## src/rtl/timer_counter.sv

```systemverilog
// Memory-mapped programmable down-counter timer (CTRL/PRESET/COUNT) with one-shot or auto-reload modes.
// Define TC_PRESCALE_EN to enable the CTRL[11:4] prescaler.
module timer_counter #(
    parameter logic [31:0] BASE_ADDR = 32'h0000_7F00
) (
    input  logic        clk,
    input  logic        reset,
    input  logic [31:0] addr,
    input  logic        we,
    input  logic [31:0] wdata,
    output logic [31:0] rdata,
    output logic        irq
);

`ifdef TC_PRESCALE_EN
    localparam int CW = 12;
`else
    localparam int CW = 4;
`endif

    typedef enum logic [1:0] {
        IDLE,
        LOAD,
        CNT,
        INT
    } stateT;

    stateT         state_q, state_d;
    logic [CW-1:0] ctrl_q, ctrl_d;
    logic [31:0]   preset_q, preset_d;
    logic [31:0]   count_q, count_d;
    logic          intFlag_q, intFlag_d;

    logic [1:0]    regSel;
    logic          hit;
    logic          ctrlWe;
    logic          presetWe;
    logic          tick;
    logic          unusedBits;

    assign regSel   = addr[3:2];
    assign hit      = (addr[31:4] == BASE_ADDR[31:4]) && (regSel != 2'b11);
    assign ctrlWe   = we && hit && (regSel == 2'b00);
    assign presetWe = we && hit && (regSel == 2'b01);
    assign irq      = ctrl_q[3] & intFlag_q;

    assign unusedBits = ^{addr[1:0], wdata[31:CW]};

`ifdef TC_PRESCALE_EN
    logic [7:0] psc_q, psc_d;

    // COUNT only advances on cycles where the prescale counter has reached P
    assign tick = (psc_q == ctrl_q[11:4]);

    always_comb begin
        psc_d = psc_q;
        if (state_q == LOAD) begin
            psc_d = 8'd0;
        end else if ((state_q == CNT) && ctrl_q[0]) begin
            psc_d = tick ? 8'd0 : psc_q + 8'd1;
        end
    end

    always_ff @(posedge clk) begin
        if (reset) begin
            psc_q <= 8'd0;
        end else begin
            psc_q <= psc_d;
        end
    end
`else
    assign tick = 1'b1;
`endif

    always_comb begin
        rdata = 32'd0;
        if (hit) begin
            case (regSel)
                2'b00:   rdata = {{(32-CW){1'b0}}, ctrl_q};
                2'b01:   rdata = preset_q;
                2'b10:   rdata = count_q;
                default: rdata = 32'd0;
            endcase
        end
    end

    always_comb begin
        state_d   = state_q;
        ctrl_d    = ctrl_q;
        preset_d  = preset_q;
        count_d   = count_q;
        intFlag_d = intFlag_q;

        case (state_q)
            IDLE: begin
                if (ctrl_q[0]) begin
                    state_d = LOAD;
                end
            end
            LOAD: begin
                count_d = preset_q;
                state_d = ctrl_q[0] ? CNT : IDLE;
            end
            CNT: begin
                if (!ctrl_q[0]) begin
                    state_d = IDLE;
                end else if (tick) begin
                    if (count_q > 32'd1) begin
                        count_d = count_q - 32'd1;
                    end else begin
                        count_d   = 32'd0;
                        intFlag_d = 1'b1;
                        state_d   = INT;
                    end
                end
            end
            INT: begin
                // Only MODE 01 reloads; the reserved modes 10/11 act as one-shot
                if (ctrl_q[2:1] == 2'b01) begin
                    intFlag_d = 1'b0;
                    state_d   = LOAD;
                end else begin
                    ctrl_d[0] = 1'b0;
                    state_d   = IDLE;
                end
            end
            default: state_d = IDLE;
        endcase

        // A CPU write to CTRL overrides whatever the FSM did to EN/int_flag this cycle
        if (ctrlWe) begin
            ctrl_d    = wdata[CW-1:0];
            intFlag_d = 1'b0;
        end
        if (presetWe) begin
            preset_d = wdata;
        end
    end

    always_ff @(posedge clk) begin
        if (reset) begin
            state_q   <= IDLE;
            ctrl_q    <= '0;
            preset_q  <= 32'd0;
            count_q   <= 32'd0;
            intFlag_q <= 1'b0;
        end else begin
            state_q   <= state_d;
            ctrl_q    <= ctrl_d;
            preset_q  <= preset_d;
            count_q   <= count_d;
            intFlag_q <= intFlag_d;
        end
    end

endmodule
```

## config.mk

```make
export PLATFORM = sky130hd
export DESIGN_NAME = timer_counter
export DESIGN_NICKNAME = d
export VERILOG_FILES = /design/src/rtl/timer_counter.sv
export SDC_FILE = /design/constraint.sdc
export NUM_CORES = 1
export LEC_CHECK = 0
export ABC_AREA = 1
export ABC_CLOCK_PERIOD_IN_PS = 2800
export BUFFER_PORTS_ARGS = -buffer_cell sky130_fd_sc_hd__buf_2
export CAP_MARGIN = 20
export CORE_ASPECT_RATIO = 1.75
export CORE_MARGIN = 4
export CORE_UTILIZATION = 45
export CTS_CLUSTER_DIAMETER = 50
export DETAILED_ROUTE_END_ITERATION = 10
export MAX_ROUTING_LAYER = met4
export PLACE_DENSITY = 0.68
export SLEW_MARGIN = 0
export SYNTH_ARGS = -nofsm -noshare
export SYNTH_HDL_FRONTEND = slang
export SYNTH_SLANG_ARGS = --single-unit
```

## constraint.sdc

```tcl
create_clock -name clk -period 2.8 [get_ports clk]
set_input_delay 0.56 -clock clk [delete_from_list [all_inputs] [get_ports clk]]
set_output_delay 0.56 -clock clk [all_outputs]
set_load 0.02 [all_outputs]
```

# Word level (Yosys, flattened, before mapping)
# Cells that the tools add are included.
# W data, S select, Z words.
# totals
in_bits,67
output_inout_bits,33
mem_bits_ro,0
n_memories,0
mem_bits_rw,0
latchBits,0
reg_bits,71
# op_classes
bitwise_logic,1
shift,0
mul,0
n_addsub,1
muxes,18
order_cmp,1
n_div,0
n_eq_ne,14
n_reduce_logical,14
# ops
cell,count
$mux W32,3
$pmux W32 S3,1
$pmux W32 S2,1
$gt A32 B1 Y1 const B,1
$sub A32 B1 Y32 const B,1
$eq A28 B11 Y1 const B,1
$ne A2 B2 Y1 const B,6
$mux W2,4
$pmux W2 S4,1
$mux W1,7
$eq A2 B1 Y1 const B,3
$eq A2 B2 Y1 const B,3
$reduce_and A2 Y1,3
$reduce_bool A2 Y1,3
$logic_and A1 B1 Y1,4
$logic_not A2 Y1,2
$reduce_and A4 Y1,1
$ne A3 B3 Y1 const B,1
$pmux W1 S2,1
$reduce_or A2 Y1,1
$and A1 B1 Y1,1

# Longest topological paths before layout
# Gate-level depths: netlist (run 1).
# logic_depth
ltp_word,6
ltp_mapped,10

# Least setup slack after synthesis (run 1)
# OpenSTA, ideal clock, no wires.
# synth_path
kind,input to output
startpoint,in addr[31]
endpoint,out rdata[2]
path_slack_ps,543
arrival_ps,1697
n_path_buf,1
path_stages,8
required_ps,2240
path_cell_list,nor2_1 -> nand2_1 -> nor2_1 -> nand2_1 -> nor2_4 -> inv_1 -> clkbuf_1 -> a31oi_1
# synth_via
elab_chain_cells,3
# synth_rtl
element,line_no,source
from (decl),8,"input logic [31:0] addr,"
$eq A28 B11 Y1,42,assign hit = (addr[31:4] == BASE_ADDR[31:4]) && (regSel != 2'b11);
$logic_and A1 B1 Y1,42,
$mux W32,77,if (hit) begin
to (decl),11,"output logic [31:0] rdata,"
# Every way passes these cells.

# Final worst setup path (run 1)
# layout_path
startpoint,in addr[7]
endpoint,out rdata[0]
# Same word-level chain as after synthesis.

==> reports/summary.md, run 1 <==
STA classifies the critical path endpoint as an output pin. The initial standard-cell utilization of the core was 46.0%; the slew at the pin with the worst max-slew slack was 0.721 ns. Before antenna repair, the detailed router went through 4 iterations. The clock input transition at the sequential cells of the worst setup and hold paths came out at 0.06 ns. Global-route usage over all layers: 21.4%. The initial antenna violation count is 0. In this run, the number of DRC markers left after iteration 0 of detailed routing was 298. TritonCTS built the clock tree. After detailed routing, the number of vias per cell comes to 5.01.

Measured against its own limit, the worst slew margin works out to 51.9%. Routability-driven placement finished with a final weighted congestion of 0.920. Class of the most critical hold timing path: in2reg. Setup slack on the worst reg-to-reg path comes out at 0.83 ns.

The global-route wire length before repair was 21000 microns; the post-place instance area was 0.00527 sq mm. The post-cts repair resize count is 0. Once placement completed, the tool counted placed cells totaling 958.

The run gives 974 as the non-filler instance count after layout. Measured along the x axis, the die boundary spans 85.4 microns. The synthesized cell area was 0.00471 sq mm. The area growth from synthesis to final layout came out at 19.5%. The critical path arrival is 1.91 ns.

Summing all non-filler instances in the final layout gives an area of 0.00563 sq mm. The H-tree was split into 3 levels. The final layout contains 911 nets. In the routed design, unresolved DRC markers number 0. Setup violations remaining at the end of the flow were counted as 0. After synthesis the netlist holds a flip-flop and latch count of 71. Once the clock tree was built, the setup fixing pass inserted 0 buffers. For the leakage component of the power, the log shows 2.72 nW.

Total number of clock tree sinks: 71. For the number of global-route vias before repair, the log shows 4752. For the count of antenna-violating nets left after detailed routing, the log shows 0. The worst hold path begins at wdata[28].

Area of the core: 0.0102 sq mm. The run gives 9 as the number of buffers created by CTS. The pin count of the biggest net entering global routing was 56; the count of fill cells added during filler insertion was 1018. Setup repair after global routing left no endpoint under its margin.

The peak fanout along the critical path came out at 14. The number of antenna diodes in the final layout is 0. In the synthesized netlist the dominant register cell turns out to be sky130_fd_sc_hd__dfxtp_1. The total negative slack for setup checks came out at 0 ns.

The total congestion overflow after global routing was 0. The area of the die was 0.0122 sq mm. The routed layout has 4878 vias. Max-cap violations in this run came to 0.

For the worst-skew pair, the clock arrives at the later sink with an insertion delay of 0.34 ns. Cells fill 55.0% of the core in the end. The final count of pins violating max slew was 0. Share of the cycle needed by the critical path after routing: 88.0%. The floorplan has 49 rows.

Final hold analysis gives a worst-case slack of 0.443 ns. Data on the critical path is required at its endpoint by 2.24 ns. Synthesis produced 760 cells.

After legalization and detailed placement, the total HPWL measured 9110 microns. The Yosys step of the flow raised 0 warnings. In the final routed layout, each cell accounts on average for 12.9 microns.

The die is 143 microns tall. Across the VDD grid, the largest voltage drop is 0.283 mV. Yosys mapped a number of flops with a built-in enable equal to 0.

The maximum achievable frequency came out at 406 MHz. After synthesis, the share of flip-flops with an asynchronous set or reset is 0%. The total of hold buffers inserted after clock tree synthesis was 0; the minimum clock period after layout was 2.47 ns. No sink is reached through more buffers than the 2 on the longest clock path. The share of final-layout standard cells stronger than drive strength 1 works out to 22.1%. By startpoint and endpoint, the worst setup path is classified as in2out. For the final database, setup skew stands at 0.00951 ns. The worst setup path is launched from an input port.

The startpoint identified for the worst register-to-register timing path is count_q[0]. The final layout contains routed wiring with a total length of 12600 microns. The run finished with clean final reports. For this design the top-level I/O count stands at 100. When the netlist entered floorplanning its net count stood at 829. A synthesized cell averages 6.20 sq um.

During placement, the flow inserted port buffers numbering 97. Power spread over the standard cell area amounts to 445 mW/mm^2. The tools report the clock root buffer master as sky130_fd_sc_hd__clkbuf_16. Sequential cells were found to cover 30.2% of the synthesized design area. The critical path starts at addr[7].

The tools report the count of final hold-check violations as 0. For the number of different library cells in the post-synthesis netlist, the log shows 34.
-- final cells by class --
type | count | area, sq um | share of cell area (%)
clock inverter | 6 | 133 | 2.35
clock buffer | 10 | 229 | 4.06
sequential | 71 | 1420 | 25.2
inverter | 85 | 319 | 5.66
multi-input combinational | 570 | 2790 | 49.5
timing repair buffer | 105 | 583 | 10.4
tap | 127 | 159 | 2.82
-- worst max-delay path, stage by stage --
cell                      delay (ns)
sky130_fd_sc_hd__buf_2          0.10
sky130_fd_sc_hd__nor2_1         0.10
sky130_fd_sc_hd__nand2_1        0.06
sky130_fd_sc_hd__a21oi_1        0.11
sky130_fd_sc_hd__nand2_1        0.10
sky130_fd_sc_hd__nor2_4         0.15
sky130_fd_sc_hd__inv_1          0.14
sky130_fd_sc_hd__buf_4          0.22
sky130_fd_sc_hd__a31oi_1        0.17
sky130_fd_sc_hd__buf_2          0.19
-- cells in the final DEF, fill, tap and decap left out, types with 3 or more instances in the layout --
master | netlist | final
sky130_fd_sc_hd__nor2_2 | 10 | 11
sky130_fd_sc_hd__o21ai_0 | 41 | 41
sky130_fd_sc_hd__buf_12 | 0 | 3
sky130_fd_sc_hd__nand3_1 | 22 | 22
sky130_fd_sc_hd__dfxtp_1 | 71 | 71
sky130_fd_sc_hd__nor2_4 | 7 | 7
sky130_fd_sc_hd__a31oi_1 | 4 | 4
sky130_fd_sc_hd__nor3_1 | 3 | 3
sky130_fd_sc_hd__inv_2 | 5 | 5
sky130_fd_sc_hd__inv_1 | 79 | 79
sky130_fd_sc_hd__buf_4 | 0 | 5
sky130_fd_sc_hd__xnor2_1 | 4 | 4
sky130_fd_sc_hd__nand4_1 | 7 | 7
sky130_fd_sc_hd__a21oi_1 | 83 | 83
sky130_fd_sc_hd__nand2_2 | 5 | 5
sky130_fd_sc_hd__o21bai_1 | 4 | 4
sky130_fd_sc_hd__bufinv_16 | 0 | 4
sky130_fd_sc_hd__nor2_1 | 126 | 125
sky130_fd_sc_hd__a21oi_2 | 12 | 12
sky130_fd_sc_hd__buf_2 | 11 | 97
sky130_fd_sc_hd__nand2_1 | 204 | 204
sky130_fd_sc_hd__xor2_1 | 5 | 5
sky130_fd_sc_hd__clkbuf_16 | 0 | 9
sky130_fd_sc_hd__nand3_2 | 18 | 18
-- final timing paths --
check                  to  cells past startpoint
min          preset_q[28]                      3
max reg2reg    count_q[4]                      9
max              rdata[0]                     10
min reg2reg     intFlag_q                      2
-- sequential cells by signal, summed over array words and instances (netlist names) --
name,count
preset_q,32
count_q,32
ctrl_q,4
state_q,2
intFlag_q,1
-- stage by stage --
step | setup slack (ns) | total power [W]
floorplan | 0.543 | 0.00107
global placement | 0.331 | 0.00113
detailed placement | 0.315 | 0.00113
CTS | 0.317 | 0.00253
global route | 0.140 | 0.00257
finish | 0.335 | 0.00251
-- kinds of logic after synthesis --
logic type / share of synthesized area (%)
adders and majority gates: 0.531
DFF: 30.2
AOI/OAI and AO/OA: 17.2
and+or+nand+nor: 39.4
xor gates and xnor gates: 2.02
buffers and inverters: 10.7
-- synthesized netlist by cell type (3+ instances only) --
library cell / number / share of area [%]
sky130_fd_sc_hd__a21oi_1: 83 / 8.8
sky130_fd_sc_hd__a21oi_2: 12 / 2.2
sky130_fd_sc_hd__a31oi_1: 4 / 0.53
sky130_fd_sc_hd__buf_2: 11 / 1.2
sky130_fd_sc_hd__buf_6: 6 / 1.4
sky130_fd_sc_hd__clkbuf_1: 17 / 1.4
sky130_fd_sc_hd__dfxtp_1: 71 / 30
sky130_fd_sc_hd__inv_1: 79 / 6.3
sky130_fd_sc_hd__inv_2: 5 / 0.40
sky130_fd_sc_hd__nand2_1: 204 / 16
sky130_fd_sc_hd__nand2_2: 5 / 0.66
sky130_fd_sc_hd__nand3_1: 22 / 2.3
sky130_fd_sc_hd__nand3_2: 18 / 3.8
sky130_fd_sc_hd__nand4_1: 7 / 0.93
sky130_fd_sc_hd__nor2_1: 126 / 10
sky130_fd_sc_hd__nor2_2: 10 / 1.3
sky130_fd_sc_hd__nor2_4: 7 / 1.7
sky130_fd_sc_hd__nor3_1: 3 / 0.32
sky130_fd_sc_hd__o21ai_0: 41 / 4.4
sky130_fd_sc_hd__o21bai_1: 4 / 0.64
sky130_fd_sc_hd__xnor2_1: 4 / 0.74
sky130_fd_sc_hd__xor2_1: 5 / 0.93
-- where the power goes --
group	leakage, nW	internal, W	switching [W]	total, W
sequential	0.571	0.00101	0.000000000000807	0.00101
combinational	1.98	0.0000448	0.0000523	0.0000971
clock	0.173	0.000959	0.000442	0.00140
total	2.72	0.00201	0.000494	0.00251
-- metal layers --
metal	GRT usage [%]	part of all wire (%)
met1	21.7	38
met2	40.8	55
met3	2.98	4.5
met4	8.26	2.3
met5	-	0
No activity file was read; power rests on OpenSTA's default activity.
==> run 2: changes to the inputs <==
Settings changed: MAX_ROUTING_LAYER met4 to unset.
==> reports/summary.md, run 2 (synthesis results as in run 1) <==
The run finished with clean final reports. The critical path endpoint category is an output pin (unchanged). The logs give 0 (unchanged) for the post-cts repair resize count and 0.0102 sq mm (unchanged) for the area of the core. The tools report the worst setup slack before clock tree synthesis as 0.300 ns (was 0.315 ns). The total congestion overflow after global routing was 0 (unchanged).

The final count of pins violating max slew came out at 0 (unchanged). The count of final setup violators was 0 (unchanged); the floorplan die width was 85.4 microns (unchanged). For the maximum achievable frequency, the log shows 402 MHz (was 406 MHz). The row count came out at 49 (unchanged). The clock root buffer master is sky130_fd_sc_hd__clkbuf_16 (unchanged).

The tools report the number of nets in the final layout as 910 (was 911). Largest registers: count_q: 32 flops, preset_q: 32 flops, ctrl_q: 4 flops (unchanged). The kind of critical path is in2out (unchanged).

The total number of clock tree sinks came out at 71 (unchanged). The critical path's largest stage delay is 0.22 ns (about the same), and the total negative slack for setup checks is 0 ns (unchanged). The leakage component of the power is 2.69 nW (was 2.72 nW), and the count of input and output buffers is 97 (unchanged). The logs give 0.334 mV (was 0.283 mV) for the largest voltage drop on the vdd net and 0.0122 sq mm (unchanged) for the area of the die. The vias after detailed routing came out at 4912 (was 4878).

The number of buffer and inverter stages on the critical path is 4 (unchanged), and the clock input transition at the sequential cells of the worst setup and hold paths is 0.05 ns (was 0.06 ns). The logs give 308 (was 298) for the violation count after the first detailed-routing iteration and 0 (unchanged) for the residual DRC count. The total chip power came out at 0.00232 W (was 0.00251 W).

Share of final-layout standard cells stronger than drive strength 1: 21.9% (was 22.1%). The data required time of the worst path is 2.24 ns (about the same). The run gives 0.919 (was 0.920) as the global placement routability congestion. The run gives 46.0% (unchanged) as the initial standard-cell utilization of the core. The logs give 2 (unchanged) for the deepest clock path buffer count and 0 (unchanged) for the count of antenna-violating nets left after detailed routing. The clock skew after layout is 0.00814 ns (was 0.00951 ns), and the first-pass iteration count of the detailed router is 4 (unchanged). Floorplan die height: 143 microns (unchanged). For the total wire length after detailed routing, the log shows 12600 microns (about the same). The slew at the pin with the worst max-slew slack was 0.711 ns (was 0.721 ns); the share of the cycle needed by the critical path after routing was 88.9% (was 88.0%). The number of inserted diodes is 0 (unchanged), and the number of buffers created by CTS is 9 (unchanged).

Slowest cell on the critical path: sky130_fd_sc_hd__a31oi_1 (was sky130_fd_sc_hd__buf_4). The minimum clock period after layout works out to 2.49 ns (was 2.47 ns). The count of final hold-check violations was 0 (unchanged). The final setup slack of the worst path came out at 0.312 ns (was 0.335 ns).

The global-route wire length before repair is 21100 microns (was 21000 microns). The average via count per standard cell is 5.05 (was 5.01). The tools report the total of hold buffers inserted after clock tree synthesis as 0 (unchanged). For the max-capacitance violation count, the log shows 0 (unchanged). The run gives 3 (unchanged) as the number of H-tree levels.

The global-route usage over all layers was 21.0% (was 21.4%). Setup repair after global routing left no endpoint under its margin. Cell breakdown of the critical path: buf_2 > nor2_1 > nand2_1 > nor2_1 > nand2_1 > nor2_4 > inv_1 > buf_4 > a31oi_1 > buf_2 (was buf_2 > nor2_1 > nand2_1 > a21oi_1 > nand2_1 > nor2_4 > inv_1 > buf_4 > a31oi_1 > buf_2). Kind of launch point of the worst setup path: an input port (unchanged). The final HPWL from detailed placement was 9000 microns (was 9110 microns).

The area growth from synthesis to final layout was 18.1% (was 19.5%); the count of boundary I/O pins was 100 (unchanged). The power density relative to cell area was 417 mW/mm^2 (was 445 mW/mm^2). The source-to-sink clock delay at the later pin of the worst-skew pair came out at 0.34 ns (about the same). Kind of cell with the highest combined delay on the critical path: buffers and inverters (unchanged). The run gives 52.6% (was 51.9%) as the normalized max-slew margin. The tools report the critical path arrival as 1.93 ns (was 1.91 ns). The pin count of the biggest net entering global routing was 56 (unchanged); the peak fanout along the critical path was 14 (unchanged). The per-cell routed wire length works out to 12.9 microns (about the same). Final core utilization: 54.3% (was 55.0%). Commonest cells after routing, fill and taps aside: 204 x sky130_fd_sc_hd__nand2_1, 125 x sky130_fd_sc_hd__nor2_1, 97 x sky130_fd_sc_hd__buf_2, 83 x sky130_fd_sc_hd__a21oi_1, 79 x sky130_fd_sc_hd__inv_1 (unchanged).

Number of global-route vias before repair: 4775 (was 4752). The most common cell after layout, fill and taps aside is sky130_fd_sc_hd__nand2_1 (unchanged). Class of the most critical hold timing path: in2reg (unchanged).

The count of buffers added by post-CTS timing repair for setup is 0 (unchanged). TritonCTS built the clock tree. For the initial antenna violation count, the log shows 0 (unchanged).
==> run 2: cell types whose count changed in the layout (fill, tap and decap cells not counted), sizes merged <==
| cell | previous run | this run |
|---|---|---|
| bufinv | 4 | 2 |
| clkbuf | 10 | 11 |
| buf | 105 | 104 |
| clkinvlp | 1 | 0 |
| clkinv | 2 | 3 |
==> run 2: worst paths after layout <==
kind,startpoint,to,slack [ns],depth (start not counted)
max,addr[21],rdata[0],0.31,10
min,wdata[27],preset_q[27],0.44,3
max reg2reg,state_q[1],count_q[10],0.84,7
min reg2reg,intFlag_q,intFlag_q,0.47,2
==> run 2: worst min-delay path, cell delays in order <==
cell and delay, ns:
sky130_fd_sc_hd__buf_2 0.07, sky130_fd_sc_hd__nor2_1 0.03, sky130_fd_sc_hd__nor2_1 0.08
==> run 2: per-layer routing <==
layer	vias up	share of wire (%)	GRT usage (%)
met3	21	4.4	4.02
met2	111	54	40.6
met1	2226	39	21.7
met5	-	0	0
li1	2554	-	-
met4	0	2.6	8.67
==> run 2: layout make-up <==
cell class | count | area [sq um]
Multi-Input combinational cell | 570 | 2790
Timing Repair Buffer | 104 | 563
Inverter | 85 | 319
Fill cell | 1049 | 4670
Tap cell | 127 | 159
Clock inverter | 4 | 70.1
Sequential cell | 71 | 1420
Clock buffer | 11 | 243
==> run 2: report_power, final <==
| group | switching (W) | internal, W |
|---|---|---|
| Sequential | 0.000000000000802 | 0.00101 |
| Combinational | 0.0000524 | 0.0000420 |
| Clock | 0.000421 | 0.000796 |
| Total | 0.000473 | 0.00185 |
==> run 2: through the flow <==
step	instances	hold WS, ns	cell area (sq um)
floorplan	760	0.440	4710
global placement	957	0.461	5250
detailed placement	957	0.464	5250
CTS	972	0.437	5560
global route	972	0.448	5560
finish	972	0.441	5560
